## src/rtl/phased_counter_pkg.sv

```systemverilog
// Shared defaults and helpers for the phase-gated counter and its implication monitor.
package phased_counter_pkg;

  localparam int DEF_WIDTH    = 4;
  localparam int DEF_PHASES   = 2;
  localparam int DEF_STEP     = 2;
  localparam int DEF_SATURATE = 0;
  localparam int DEF_ANT_MASK = 1;
  localparam int DEF_DELAY    = 1;
  localparam int DEF_BOUND    = 5;
  localparam int DEF_FCW      = 8;

  function automatic logic [63:0] win_lo(int k, int step);
    return 64'(k) * 64'(step);
  endfunction

  // Inclusive upper bound; the last phase absorbs everything up to the count maximum.
  function automatic logic [63:0] win_hi(int k, int step, int phases, int width);
    logic [63:0] max_v;
    logic [63:0] hi;
    max_v = (64'd1 << width) - 64'd1;
    if (k == phases - 1) hi = max_v;
    else                 hi = win_lo(k + 1, step) - 64'd1;
    return (hi > max_v) ? max_v : hi;
  endfunction

  function automatic logic [63:0] sat_inc(logic [63:0] v, logic [63:0] max_v);
    return (v >= max_v) ? max_v : v + 64'd1;
  endfunction

endpackage

```

## src/rtl/phased_counter_monitor_mon.sv

```systemverilog
// Bounded-implication checker: delayed antecedent must imply count < BOUND.
module implication_monitor
  import phased_counter_pkg::*;
#(
  parameter int DELAY = DEF_DELAY,
  parameter int WIDTH = DEF_WIDTH,
  parameter int BOUND = DEF_BOUND,
  parameter int FCW   = DEF_FCW
) (
  input  logic             clk,
  input  logic             rst,
  input  logic             ant,
  input  logic [WIDTH-1:0] count,
  output logic             valid,
  output logic             fail,
  output logic [FCW-1:0]   fail_count,
  output logic [WIDTH-1:0] fail_at
);

  localparam logic [63:0] FC_MAX  = (64'd1 << FCW) - 64'd1;
  localparam logic [63:0] BOUND_L = 64'(BOUND);

  logic [DELAY-1:0] dly;
  logic             ant_d;

  assign ant_d = dly[DELAY-1];
  // Wide compare so a BOUND beyond the count range simply makes valid constant 1.
  assign valid = ~ant_d | (64'(count) < BOUND_L);

  always_ff @(posedge clk or posedge rst) begin
    if (rst) dly <= '0;
    else     dly <= (dly << 1) | DELAY'(ant);
  end

  always_ff @(posedge clk or posedge rst) begin
    if (rst) begin
      fail       <= 1'b0;
      fail_count <= '0;
      fail_at    <= '0;
    end else if (!valid) begin
      fail       <= 1'b1;
      fail_count <= FCW'(sat_inc(64'(fail_count), FC_MAX));
      if (!fail) fail_at <= count;
    end
  end

endmodule

```

## src/rtl/phased_counter_monitor.sv

```systemverilog
// Phase-gated up-counter: each enable may advance the count only inside its own window.
module phased_counter_monitor
  import phased_counter_pkg::*;
#(
  parameter int                WIDTH    = DEF_WIDTH,
  parameter int                PHASES   = DEF_PHASES,
  parameter int                STEP     = DEF_STEP,
  parameter int                SATURATE = DEF_SATURATE,
  parameter logic [PHASES-1:0] ANT_MASK = PHASES'(DEF_ANT_MASK),
  parameter int                DELAY    = DEF_DELAY,
  parameter int                BOUND    = DEF_BOUND,
  parameter int                FCW      = DEF_FCW
) (
  input  logic              clk,
  input  logic              rst,
  input  logic [PHASES-1:0] ena,
  input  logic              clr,
  output logic [WIDTH-1:0]  count,
  output logic              valid,
  output logic              fail,
  output logic [FCW-1:0]    fail_count,
  output logic [WIDTH-1:0]  fail_at
);

  localparam logic [63:0] CNT_MAX = (64'd1 << WIDTH) - 64'd1;

  logic [PHASES-1:0] active;
  logic [63:0]       count_ext;
  logic              advance;
  logic              ant;

  assign count_ext = 64'(count);

  for (genvar k = 0; k < PHASES; k++) begin : g_win
    localparam logic [63:0] LO = win_lo(k, STEP);
    localparam logic [63:0] HI = win_hi(k, STEP, PHASES, WIDTH);
    // count >= LO written as count+1 > LO so a zero lower bound needs no special case.
    assign active[k] = ena[k] && ({1'b0, count_ext} + 65'd1 > {1'b0, LO}) && (count_ext <= HI);
  end

  assign advance = |active;
  assign ant     = |(ena & ANT_MASK);

  always_ff @(posedge clk or posedge rst) begin
    if (rst)          count <= '0;
    else if (clr)     count <= '0;
    else if (advance) begin
      if (SATURATE != 0) count <= WIDTH'(sat_inc(count_ext, CNT_MAX));
      else               count <= count + WIDTH'(1);
    end
  end

  implication_monitor #(
    .DELAY(DELAY),
    .WIDTH(WIDTH),
    .BOUND(BOUND),
    .FCW  (FCW)
  ) u_mon (
    .clk       (clk),
    .rst       (rst),
    .ant       (ant),
    .count     (count),
    .valid     (valid),
    .fail      (fail),
    .fail_count(fail_count),
    .fail_at   (fail_at)
  );

endmodule

```

## config.mk

```make
export PLATFORM = sky130hd
export DESIGN_NAME = phased_counter_monitor
export DESIGN_NICKNAME = d
export VERILOG_FILES = /design/src/rtl/phased_counter_pkg.sv /design/src/rtl/phased_counter_monitor_mon.sv /design/src/rtl/phased_counter_monitor.sv
export SDC_FILE = /design/constraint.sdc
export NUM_CORES = 1
export LEC_CHECK = 0
export ABC_AREA = 1
export BUFFER_PORTS_ARGS = -buffer_cell sky130_fd_sc_hd__buf_4
export CAP_MARGIN = 20
export CORE_UTILIZATION = 30
export DETAILED_ROUTE_END_ITERATION = 6
export GPL_TIMING_DRIVEN = 0
export PLACE_DENSITY = 0.51
export RECOVER_POWER = 50
export SKIP_LAST_GASP = 1
export SLEW_MARGIN = 15
export SYNTH_ARGS = -nofsm -noshare
export SYNTH_HDL_FRONTEND = slang
export SYNTH_SLANG_ARGS = --single-unit
export TNS_END_PERCENT = 30
```

## constraint.sdc

```tcl
create_clock -name clk -period 1.4 [get_ports clk]
set_input_delay 0.28 -clock clk [delete_from_list [all_inputs] [get_ports clk]]
set_output_delay 0.28 -clock clk [all_outputs]
set_load 0.03 [all_outputs]
```

Yosys cells after proc, flatten, opt, wreduce, memory -nomap -nowiden
Index checks and enable logic that the tools add are counted.

cells by class
  add/sub/neg operators = 3
  order comparisons = 6
  muxes and demuxes = 3
  bitwise logic cells = 4
  reduce and logical (&&, ||, !) cells = 7

operators by type and width
  operator               count
  $gt A65 B1 Y1 const B  1
  $add A8 B1 Y8 const B  1
  $ge A8 B8 Y1 const B   1
  $mux W4                2
  $mux W8                1
  $add A4 B1 Y5 const B  1
  $gt A5 B2 Y1 const B   1
  $add A4 B1 Y4 const B  1
  $le A4 B1 Y1 const B   1
  $le A4 B4 Y1 const B   1
  $logic_and A1 B1 Y1    4
  $lt A4 B3 Y1 const B   1
  $not A1 Y1             3
  $reduce_and A2 Y1      1
  $reduce_bool A2 Y1     1
  $reduce_or A2 Y1       1
  $or A1 B1 Y1           1

word-level totals
  flip-flop bits (word level) = 18
  bits of input ports = 5
  output and inout port bits = 18
  word-level logic and storage cells = 28

Depth between registers and ports, before layout
  depth after elaboration = 7
  gate-level depth with buffers = 10
  gate-level depth less buffers = 10

By module
A second synthesis with hierarchy kept.

unflattened totals
  cells, all modules = 145
  area total of the unflattened synthesis = 1104.8 um2

modules (own cells, without submodules)
  module                  instances  cells an instance  area each (um2)  seq. area each (um2)
  implication_monitor     1          95                 760.7            350.3
  phased_counter_monitor  1          50                 344.1            100.1

Worst setup path after synthesis
No wires, ideal clock.

  path type = reg-to-reg
  start = register count[0]
  end = register u_mon.fail_count[7]
  setup time = 0.067 ns
  arrival = 1.623 ns
  data required time = 1.333 ns
  slack = -0.290 ns
  stages on the path, launching flop included = 10
  path buffers = 0
  period minus slack after synthesis = 1.690 ns
  cell sequence = dfrtp_1 > inv_1 > ha_1 > nand2_1 > nand2_1 > nor2_4 > inv_4 > nor2_4 > nand3_4 > nand3_2

between the ends
  longest elaborated chain between the ends = 2

ends and longest elaborated chain
  item                    line                              source
  start, declared         phased_counter_monitor.sv:18      output logic [WIDTH-1:0] count,
  start signal, assigned  phased_counter_monitor.sv:48      if (SATURATE != 0) count <= WIDTH'(sat_inc(count_ext, CNT_MAX));
  start signal, assigned  phased_counter_monitor.sv:49      else count <= count + WIDTH'(1);
  $lt A4 B3 Y1            phased_counter_monitor_mon.sv:28  assign valid = ~ant_d | (64'(count) < BOUND_L);
  $or A1 B1 Y1            phased_counter_monitor_mon.sv:28
  via valid               phased_counter_monitor.sv:19      output logic valid,
  end signal, assigned    phased_counter_monitor_mon.sv:42  fail_count <= FCW'(sat_inc(64'(fail_count), FC_MAX));
  end, declared           phased_counter_monitor_mon.sv:16  output logic [FCW-1:0] fail_count,

The timed path passes the listed nets, and every way through them passes these cells.
A chain may end at the register's enable or synchronous reset.

Worst setup path after layout
  start = register count[0]
  end = output valid

between the ends
  longest elaborated chain between the ends = 2

ends and longest elaborated chain
  item           line
  $lt A4 B3 Y1   phased_counter_monitor_mon.sv:28
  $or A1 B1 Y1   phased_counter_monitor_mon.sv:28
  end, declared  phased_counter_monitor.sv:19

Every way passes these cells.

==> results.cfg <==
[status]
outcome = finished with violations
violations = setup timing

[yosys]
synth_top_area_share_pct = 46.4
post_synth_and_or_nand_nor_area_fraction_pct = 34.0
synth_area_sq_um = 971
postSynthNetCount = 132
yosysSeqAreaShare_pct = 46.4
synth_area_per_cell_sq_um = 7.96
adder_cell_share_of_the_synthesized_area_pct = 6.44
post_synth_xor_area_fraction_pct = 0
ys_ff_latch = 18
synth_top_family_by_area = simple AND/OR/NAND/NOR gates
netlist_top_cells_area = dfrtp_1, nand2_1, nand3_1
post_synth_num_cell_types = 19
synth_compound_gate_area_share_pct = 5.93
postSynthCellCount = 122
synth_area_leader_cell = dfrtp_1
muxShareOfSynthArea_pct = 0
yosys_warnings = 0

[placed_design]
detailed_place_hpwl_um = 1490
gp_congestion = 0.781
placement.io_buffers = 22
setup_slack_after_placement_ps = -166

[sta]
totalNegativeSetupSlack_ps = -1110
rsz0062_at_grt = true
setup_viol_count_final = 16
worst-slew-pin-transition_ps = 701
setup_skew_ps = 0.708
timing.final.crit_period_ps = 1590
post-route-period-util_pct = 113
timing_max_transition_violations_final = 0
finalWorstSetupSlack_ps = -186
finalHoldViolations = 0
relSlewSlack_pct = 53.2
timing.hold.ws_ps = 93.9
fmax_mhz = 631

[clock_tree]
worst_skew_pair.late_latency_ps = 290
clock-sinks = 18
cts.root.buffer_cell = clkbuf_4
tritoncts_clock_tree = done
hold_buffer_count_at_cts = 0
clk_transition_reported_paths_ps = 100
cts_made_buffers = 3
worst_case_clock_buffer_depth = 2
clock_tree.htree_level_count = 1

[detailed_routing]
route.detailed.drc = 0
routedWlPerCell_um = 10.8
dr.pass1.iters = 4
drt_wl_total_um = 2160
route.vias.total = 915
postRouteAntennaNets = 0
avgViaCountPerCell = 4.58
drt_iter0_markers = 16

[grt]
number_of_antenna_violations_at_the_first_check_in_global_routing = 0
via_count_of_the_first_global_routing_pass = 820
gr-total-overflow = 0
grt_pass1_wl_um = 3570
grt_usage_pct = 14.0
grt_max_degree = 19

[setup_path]
crit_path_frequent_cell = nand2_2
crit_fanout = 2
req_time_crit_path_ps = 1120
timing.critical_path.from_type = flip-flop
cp.arrival_ps = 1310
crit_chain = inv_2 -> ha_4 -> nand2_2 -> nand2_2 -> nor2_4 -> inv_4 -> buf_6
worst-path-buf-inv = 3
path_class = flip-flop to output pin
slowest_stage = dfrtp_2
slowest_delay_ps = 410
worst_path_dominant_cell_family = flip-flops
critPathCaptureType = output pin

[power]
power_density_mw_per_mm2 = 1790
ir_drop_mv = 0.803
static-leakage-power_nw = 0.690

[flow_run]
drv.max_cap_violation_count = 0

[cells_and_area]
layout.cells.most_common = nand2_1
layout-drive-gt1-share_pct = 34.6
mostFrequentLayoutCells = nand2_1, buf_4, dfrtp_1
fill_cells = 353
syn2layout_area_growth_pct = 37.5
nets = 167
multi_input_area_sq_um = 492
area.sequential_sq_um = 453
antenna_cells = 0

[floorplanning]
floorplan_die_height_um = 58.9
effective_utilization_at_floorplan_pct = 31.8
floorplan.die_area_sq_mm = 0.00347
fp-row-count = 20
placeableCoreArea_sq_mm = 0.00305
die_w_um = 58.9
i_o_pin_cnt = 23

[hold_path]
holdCritPathClass = primary input to async pin
==> flip-flops by register name, indices dropped and copies added (netlist names) <==
signal and count:
u_mon.ant_d 1, u_mon.fail 1, u_mon.fail_at 4, count 4, u_mon.fail_count 8
==> layer usage <==
layer | GRT usage (%) | routed length, um
met1 | 17.2 | 1010
met2 | 22.2 | 1020
met3 | 2.86 | 100
met4 | 8.84 | 33
met5 | 0 | 0
==> through the flow <==
step                      area, sq um  utilization, %  total power [mW]  instances
after detailed placement         1220            39.8              1.87        188
after global placement           1220            39.8              1.86        188
after global routing             1340            43.7              2.57        200
final                            1340            43.7              2.39        200
after CTS                        1300            42.5              2.29        197
after floorplan                   996               -              1.52        122
==> path summary, 6_finish.rpt <==
path / start / to / slack (ps) / cells after the start
worst max-delay path: count[0] / valid / -190 / 7
worst min-delay path: rst / count[3] / 90 / 2
worst max register to register: count[1] / count[1] / -150 / 10
worst min register to register: u_mon.fail_at[1] / u_mon.fail_at[1] / 500 / 2
max in group asynchronous: rst / count[0] / 820 / 2
min in group clk: ena[0] / u_mon.ant_d / 120 / 1
==> synthesized netlist by cell type <==
master / n
inv_1: 15
nand3_2: 1
inv_2: 2
nor2_2: 1
nor2_4: 2
nor2_1: 6
inv_4: 1
nor3_1: 2
nand2_1: 40
nand3b_1: 1
or2_1: 1
nand3_4: 1
o21ai_0: 8
nand4_1: 2
nand3_1: 13
a21oi_1: 2
ha_1: 5
o21bai_1: 1
dfrtp_1: 18
==> worst register-to-register path: cells and delay by family (launching register included) <==
family                     cells  cell delay (ps)
AOI/OAI and AO/OA              1              140
adders and majority gates      1              180
buffers and inverters          3              360
DFF                            1              440
and+or+nand+nor                5              390
==> final cells by class <==
class / instances / share of cell area, %
Clock buffer: 4 / 2.72
Inverter: 18 / 5.25
Multi-Input combinational cell: 86 / 36.8
Sequential cell: 18 / 33.9
Tap cell: 44 / 4.12
Timing Repair Buffer: 30 / 17.2
==> logic make-up (layout without fill, tap and decap cells) <==
family                     Yosys count  count (layout)
and+or+nand+nor                     70              70
DFF                                 18              18
buffers and inverters               18              52
AOI/OAI and AO/OA                   11              11
adders and majority gates            5               5
==> power by group <==
group          total, mW  internal (mW)  switching [mW]  leakage [nW]
Sequential         0.783          0.654           0.129         0.237
Clock              0.320          0.158           0.161        0.0210
Combinational       1.29          0.517           0.768         0.431
Total               2.39           1.33            1.06         0.690
==> repair_timing <==
item	in CTS	in global routing
pin swaps	4	3
buffers inserted	5	3
gates resized for setup	3	5
setup endpoints to repair	17	17
Power figures use the tool's default switching activity.
